<file path="config.mk">
export PLATFORM = sky130hd
export DESIGN_NAME = memory_access_unit
export DESIGN_NICKNAME = d
export VERILOG_FILES = /design/src/rtl/memory_access_unit_pkg.sv /design/src/rtl/memory_access_unit_load_extender.sv /design/src/rtl/memory_access_unit.sv
export SDC_FILE = /design/constraint.sdc
export NUM_CORES = 1
export LEC_CHECK = 0
export ABC_AREA = 1
export ABC_CLOCK_PERIOD_IN_PS = 2650
export BUFFER_PORTS_ARGS = -buffer_cell sky130_fd_sc_hd__clkbuf_2
export CAP_MARGIN = 20
export CORE_UTILIZATION = 53
export DETAILED_ROUTE_END_ITERATION = 8
export PLACE_DENSITY = 0.91
export SLEW_MARGIN = 5
export SYNTH_ARGS = -nofsm -noshare
export SYNTH_HDL_FRONTEND = slang
export SYNTH_SLANG_ARGS = --single-unit
</file>
<file path="constraint.sdc">
create_clock -name clk -period 2.65 [get_ports clk]
set_clock_uncertainty 0.15 [all_clocks]
set_input_delay 0.265 -clock clk [delete_from_list [all_inputs] [get_ports clk]]
set_output_delay 0.265 -clock clk [all_outputs]
set_load 0.02 [all_outputs]
</file>
<file path="src/rtl/memory_access_unit_pkg.sv">
// Shared memory-op codes, FSM states and lane helpers for the memory access stage.
package memory_access_unit_pkg;

  typedef enum logic [3:0] {
    MEM_OP_NONE = 4'd0,
    MEM_OP_LB   = 4'd1,
    MEM_OP_LBU  = 4'd2,
    MEM_OP_LH   = 4'd3,
    MEM_OP_LHU  = 4'd4,
    MEM_OP_LW   = 4'd5,
    MEM_OP_SB   = 4'd6,
    MEM_OP_SH   = 4'd7,
    MEM_OP_SW   = 4'd8
  } mem_op_e;

  typedef enum logic [1:0] {
    MA_IDLE = 2'd0,
    MA_REQ  = 2'd1,
    MA_HOLD = 2'd2
  } ma_state_e;

  function automatic logic op_is_byte(input logic [3:0] op);
    return (op == MEM_OP_LB) || (op == MEM_OP_LBU) || (op == MEM_OP_SB);
  endfunction

  function automatic logic op_is_half(input logic [3:0] op);
    return (op == MEM_OP_LH) || (op == MEM_OP_LHU) || (op == MEM_OP_SH);
  endfunction

  function automatic logic op_is_word(input logic [3:0] op);
    return (op == MEM_OP_LW) || (op == MEM_OP_SW);
  endfunction

  function automatic logic op_is_store(input logic [3:0] op);
    return (op == MEM_OP_SB) || (op == MEM_OP_SH) || (op == MEM_OP_SW);
  endfunction

  function automatic logic op_is_mem(input logic [3:0] op);
    return op_is_byte(op) || op_is_half(op) || op_is_word(op);
  endfunction

  function automatic logic misaligned(input logic [3:0] op, input logic [1:0] lane);
    return (op_is_half(op) && lane[0]) || (op_is_word(op) && (lane != 2'b00));
  endfunction

  function automatic logic [3:0] byte_enables(input logic [3:0] op, input logic [1:0] lane);
    logic [3:0] be;
    be = '0;
    if (op_is_byte(op))      be = 4'b0001 << lane;
    else if (op_is_half(op)) be = lane[1] ? 4'b1100 : 4'b0011;
    else if (op_is_word(op)) be = '1;
    return be;
  endfunction

  function automatic logic [31:0] store_lanes(input logic [3:0] op, input logic [31:0] data);
    logic [31:0] w;
    w = data;
    if (op_is_byte(op))      w = {4{data[7:0]}};
    else if (op_is_half(op)) w = {2{data[15:0]}};
    return w;
  endfunction

endpackage

</file>
<file path="src/rtl/memory_access_unit_load_extender.sv">
// Selects the addressed byte/half-word lane of a read word and sign/zero extends it.
module load_extender
  import memory_access_unit_pkg::*;
(
  input  logic [3:0]  op,
  input  logic [1:0]  addr,
  input  logic [31:0] rdata,
  output logic [31:0] data
);

  logic [7:0]  byte_sel;
  logic [15:0] half_sel;

  always_comb begin
    byte_sel = '0;
    case (addr)
      2'd0: byte_sel = rdata[7:0];
      2'd1: byte_sel = rdata[15:8];
      2'd2: byte_sel = rdata[23:16];
      2'd3: byte_sel = rdata[31:24];
      default: byte_sel = '0;
    endcase
    half_sel = addr[1] ? rdata[31:16] : rdata[15:0];

    data = rdata;
    case (op)
      MEM_OP_LB:  data = {{24{byte_sel[7]}}, byte_sel};
      MEM_OP_LBU: data = {24'd0, byte_sel};
      MEM_OP_LH:  data = {{16{half_sel[15]}}, half_sel};
      MEM_OP_LHU: data = {16'd0, half_sel};
      default:    data = rdata;
    endcase
  end

endmodule

</file>
<file path="src/rtl/memory_access_unit.sv">
// Memory stage: issues aligned loads/stores over a req/ack port and hands results to write-back.
module memory_access_unit
  import memory_access_unit_pkg::*;
#(
  parameter int unsigned DATA_WIDTH     = 32,
  parameter int unsigned REG_ADDR_WIDTH = 5,
  parameter int unsigned MEM_OP_WIDTH   = 4
) (
  input  logic                      clk,
  input  logic                      rst_n,
  input  logic                      stall,
  input  logic                      in_valid,
  input  logic [MEM_OP_WIDTH-1:0]   mem_op,
  input  logic [DATA_WIDTH-1:0]     alu_result,
  input  logic [DATA_WIDTH-1:0]     store_data,
  input  logic [REG_ADDR_WIDTH-1:0] dest_reg,
  output logic                      in_ready,
  output logic                      mem_stall,
  output logic                      dmem_req,
  output logic                      dmem_we,
  output logic [DATA_WIDTH-1:0]     dmem_addr,
  output logic [3:0]                dmem_be,
  output logic [DATA_WIDTH-1:0]     dmem_wdata,
  input  logic                      dmem_ack,
  input  logic [DATA_WIDTH-1:0]     dmem_rdata,
  output logic                      wb_valid,
  output logic [REG_ADDR_WIDTH-1:0] wb_reg,
  output logic [DATA_WIDTH-1:0]     wb_data,
  output logic                      addr_error
);

  ma_state_e                 state;
  logic [3:0]                op_q;
  logic [1:0]                lane_q;
  logic [REG_ADDR_WIDTH-1:0] reg_q;
  logic [REG_ADDR_WIDTH-1:0] hold_reg;
  logic [DATA_WIDTH-1:0]     hold_data;
  logic [DATA_WIDTH-1:0]     load_data;
  logic [DATA_WIDTH-1:0]     result_data;
  logic                      accept;

  load_extender u_load_extender (
    .op    (op_q),
    .addr  (lane_q),
    .rdata (dmem_rdata),
    .data  (load_data)
  );

  assign in_ready  = (state == MA_IDLE);
  assign mem_stall = ~in_ready;
  assign accept    = in_valid & in_ready & ~stall;
  // Stores leave wb_data untouched; wb_reg of 0 already tells write-back to ignore it.
  assign result_data = op_is_store(op_q) ? wb_data : load_data;

  always_ff @(posedge clk) begin
    if (!rst_n) begin
      state      <= MA_IDLE;
      dmem_req   <= 1'b0;
      dmem_we    <= 1'b0;
      dmem_addr  <= '0;
      dmem_be    <= '0;
      dmem_wdata <= '0;
      wb_valid   <= 1'b0;
      wb_reg     <= '0;
      wb_data    <= '0;
      addr_error <= 1'b0;
      op_q       <= '0;
      lane_q     <= '0;
      reg_q      <= '0;
      hold_reg   <= '0;
      hold_data  <= '0;
    end else begin
      wb_valid   <= 1'b0;
      addr_error <= 1'b0;
      case (state)
        MA_IDLE: begin
          if (accept) begin
            if (!op_is_mem(mem_op)) begin
              wb_valid <= 1'b1;
              wb_reg   <= dest_reg;
              wb_data  <= alu_result;
            end else if (misaligned(mem_op, alu_result[1:0])) begin
              addr_error <= 1'b1;
            end else begin
              state      <= MA_REQ;
              dmem_req   <= 1'b1;
              dmem_we    <= op_is_store(mem_op);
              dmem_addr  <= {alu_result[DATA_WIDTH-1:2], 2'b00};
              dmem_be    <= byte_enables(mem_op, alu_result[1:0]);
              dmem_wdata <= store_lanes(mem_op, store_data);
              op_q       <= mem_op;
              lane_q     <= alu_result[1:0];
              reg_q      <= op_is_store(mem_op) ? '0 : dest_reg;
            end
          end
        end
        MA_REQ: begin
          // The bus transaction completes regardless of stall; only the hand-off waits.
          if (dmem_ack) begin
            dmem_req <= 1'b0;
            if (stall) begin
              state     <= MA_HOLD;
              hold_reg  <= reg_q;
              hold_data <= result_data;
            end else begin
              state    <= MA_IDLE;
              wb_valid <= 1'b1;
              wb_reg   <= reg_q;
              wb_data  <= result_data;
            end
          end
        end
        MA_HOLD: begin
          if (!stall) begin
            state    <= MA_IDLE;
            wb_valid <= 1'b1;
            wb_reg   <= hold_reg;
            wb_data  <= hold_data;
          end
        end
        default: state <= MA_IDLE;
      endcase
    end
  end

endmodule

</file>
==> results.txt <==
Status: complete, no violations
# port buffers: 218
Mean Syn Cell Area: 6.778 sq um
VDD IR max: 0.4789 mV
Std cell rows: 43
Ratio of cells with drive above 1 in the final layout: 0.2100
DP Cell Count: 1477
Synth top area cells: dfxtp_1 41%, nand2_1 13%, o21ai_0 11%
Leading area contributor after synthesis: dfxtp_1
Worst endpoint required time: 2.86 ns
Drt total wl: 25.37 mm
Worst Slack Setup Final: 0.1031 ns
Setup TNS: 0 ns
P_int: 0.004458 W
Worst-skew pair later-pin latency: 0.44 ns
Initial antenna violation count: 0
Clock transition at path regs: 0.07 ns
Post-CTS setup buffer count: 0
Largest regs: dmem_wdata (32), hold_data (32), wb_data (32)
Crit Path Max Fanout: 39
Die width: 122.8 microns
ANT nets after route: 0
WS Path Type: input port to flip-flop
Dpl ws: 0.3427 ns
Total clock sinks: 157
Sequential share of power: 0.394
Starting Density: 0.5512
Final core utilization: 0.7185
Initial DRC count: 1010
Async SR Flop Fraction: 0
Antenna Cells: 0
Sequential share of the synthesized area: 0.4061
Post-synth top flop: dfxtp_1
Final hold violations: 0
Fmax: 392.6 MHz
Final Setup Violations: 0
Static leakage: 4.912 nW
Avg Vias per Cell: 5.798
Switching power total: 0.002410 W
Endpoint type of the worst setup path: flip-flop
First-pass GRT wire length: 40.30 mm
Switch share: 0.3509
Worst setup SP type: input port
CTS tree: yes
Die Span Y: 122.8 microns
CTS Root Cell: clkbuf_16
Vias: 9132
Pin count of the biggest net entering global routing: 93
Pins Over Slew Limit: 0
Post-synth top area share: 0.4061
Dpl hpwl: 16.31 mm
DR pass1 iterations: 6
R2r setup slk: 0.27 ns
Synth cell count leaders: 260 x nand2_1, 177 x o21ai_0, 157 x dfxtp_1
Top-count cell post-synth: nand2_1
RSZ-0062 raised after global routing: yes
DR WL/cell: 16.11 microns
Synth-to-layout area growth: 30.36%
Gr ovfl total: 0
FILL cells: 1125
Min-delay worst type: input port to flip-flop
CTS max path bufs: 2
EDFF count, synth: 0
Deepest level of the CTS H-tree: 4
Layout net count: 1496
Cells after Synth: 1142
Worst-margin pin slew: 0.8042 ns
Max_cap viols: 0
Total track usage: 0.3414
Synth cell types: 34
Logic pwr share: 0.269
DRC errors left: 0
Pwr/cell area: 680.7 mW/mm^2
Clk pwr share: 0.337
IO Pins: 221
Flops & latches, synth: 157
Final Non-Filler Cells: 1575
CP arrival: 2.76 ns
TritonCTS Buffers: 17
Synth warn: 0
CORE AREA: 0.01404 sq mm
Fin crit period: 2.547 ns
Die Area: 0.01509 sq mm
Vias in the first global route: 8397
Fin crit share: 0.9611
Syn Std Cell Area: 0.007740 sq mm
Routability cong.: 1.005
Rel. slew slack: 0.4633
==> worst max-delay path, stage by stage <==
cell           delay [ns]
dlygate4sd3_1        0.54
clkbuf_2             0.15
nor2_1               0.18
nor2_1               0.06
nand3_1              0.13
inv_1                0.23
nand2_1              0.13
nand2_1              0.16
nor2_8               0.17
buf_4                0.37
nand3_1              0.18
a21oi_1              0.17
==> per-stage QoR <==
| step | total power (W) | hold slack, ns | area, sq um |
|---|---|---|---|
| global route | 0.007197 | 0.03188 | 10090 |
| detailed placement | 0.004462 | 0.2931 | 8865 |
| global placement | 0.004420 | 0.2838 | 8865 |
| floorplan | 0.003897 | 0.2427 | 7744 |
| CTS | 0.006838 | 0.002448 | 10080 |
| finish | 0.006868 | 0.02213 | 10090 |
==> routing by layer <==
metal,wire (microns),share of wire,track usage,vias to the layer above
li1,-,-,-,4315
met1,9901,0.39,0.4307,4126
met2,11780,0.46,0.5298,570
met3,2360,0.093,0.07621,121
met4,1328,0.052,0.2073,0
met5,0,0,0,-
==> cell families after synthesis <==
family / count (synthesis) / share of synthesized area
buf+inv: 173 / 0.09554
other cells: 1 / 0.0004845
simple gates: 385 / 0.2032
compound gates: 422 / 0.2882
fa+ha+maj: 4 / 0.006466
flops: 157 / 0.4061
==> power groups by stage <==
stage                     registers, W  clock network, W  logic, W
final                          0.00271           0.00232   0.00185
after global routing           0.00273           0.00244   0.00203
after CTS                      0.00270           0.00233   0.00180
after detailed placement       0.00275                 0   0.00171
after global placement         0.00274                 0   0.00168
after floorplan                0.00294                 0  0.000962
==> final timing paths <==
check,from,end,depth (start not counted)
max,mem_op[0],state[0]$_SDFFE_PN0P_,12
min,store_data[29],dmem_wdata[29]$_SDFFE_PN0P_,3
min reg2reg,dmem_req$_SDFFE_PN0P_,dmem_req$_SDFFE_PN0P_,2
max reg2reg,state[1]$_SDFFE_PN0P_,state[0]$_SDFFE_PN0P_,9
==> what timing repair did <==
item / in CTS / in global routing
hold endpoints to repair: 73 / 0
hold buffers: 66 / 0
resized for setup: 0 / 1
setup endpoints to repair: 0 / 6
==> layout by cell type (no fill, tap or decap), types with 16 or more instances in the layout <==
| cell type | synthesis | layout |
|---|---|---|
| a21oi_1 | 143 | 143 |
| a31oi_1 | 32 | 32 |
| buf_4 | 6 | 18 |
| clkbuf_2 | 2 | 217 |
| nand2_1 | 260 | 260 |
| nor2_1 | 58 | 57 |
| o21ai_0 | 177 | 177 |
| o21ai_1 | 34 | 34 |
| clkbuf_16 | 0 | 17 |
| inv_1 | 78 | 78 |
| dlygate4sd3_1 | 0 | 66 |
| dfxtp_1 | 157 | 157 |
| o22ai_1 | 16 | 16 |
| nand3_1 | 50 | 50 |
==> final cells by class <==
| type | instances | area [sq um] | share of cell area |
|---|---|---|---|
| sequential | 157 | 3143 | 0.3115 |
| timing repair buffer | 305 | 1962 | 0.1944 |
| clock inverter | 13 | 106.4 | 0.01054 |
| inverter | 88 | 330.3 | 0.03274 |
| multi-input combinational | 813 | 3870 | 0.3836 |
| clock buffer | 19 | 452.9 | 0.04489 |
| tap | 180 | 225.2 | 0.02232 |
Note: power is estimated with default switching activity, not from simulation.
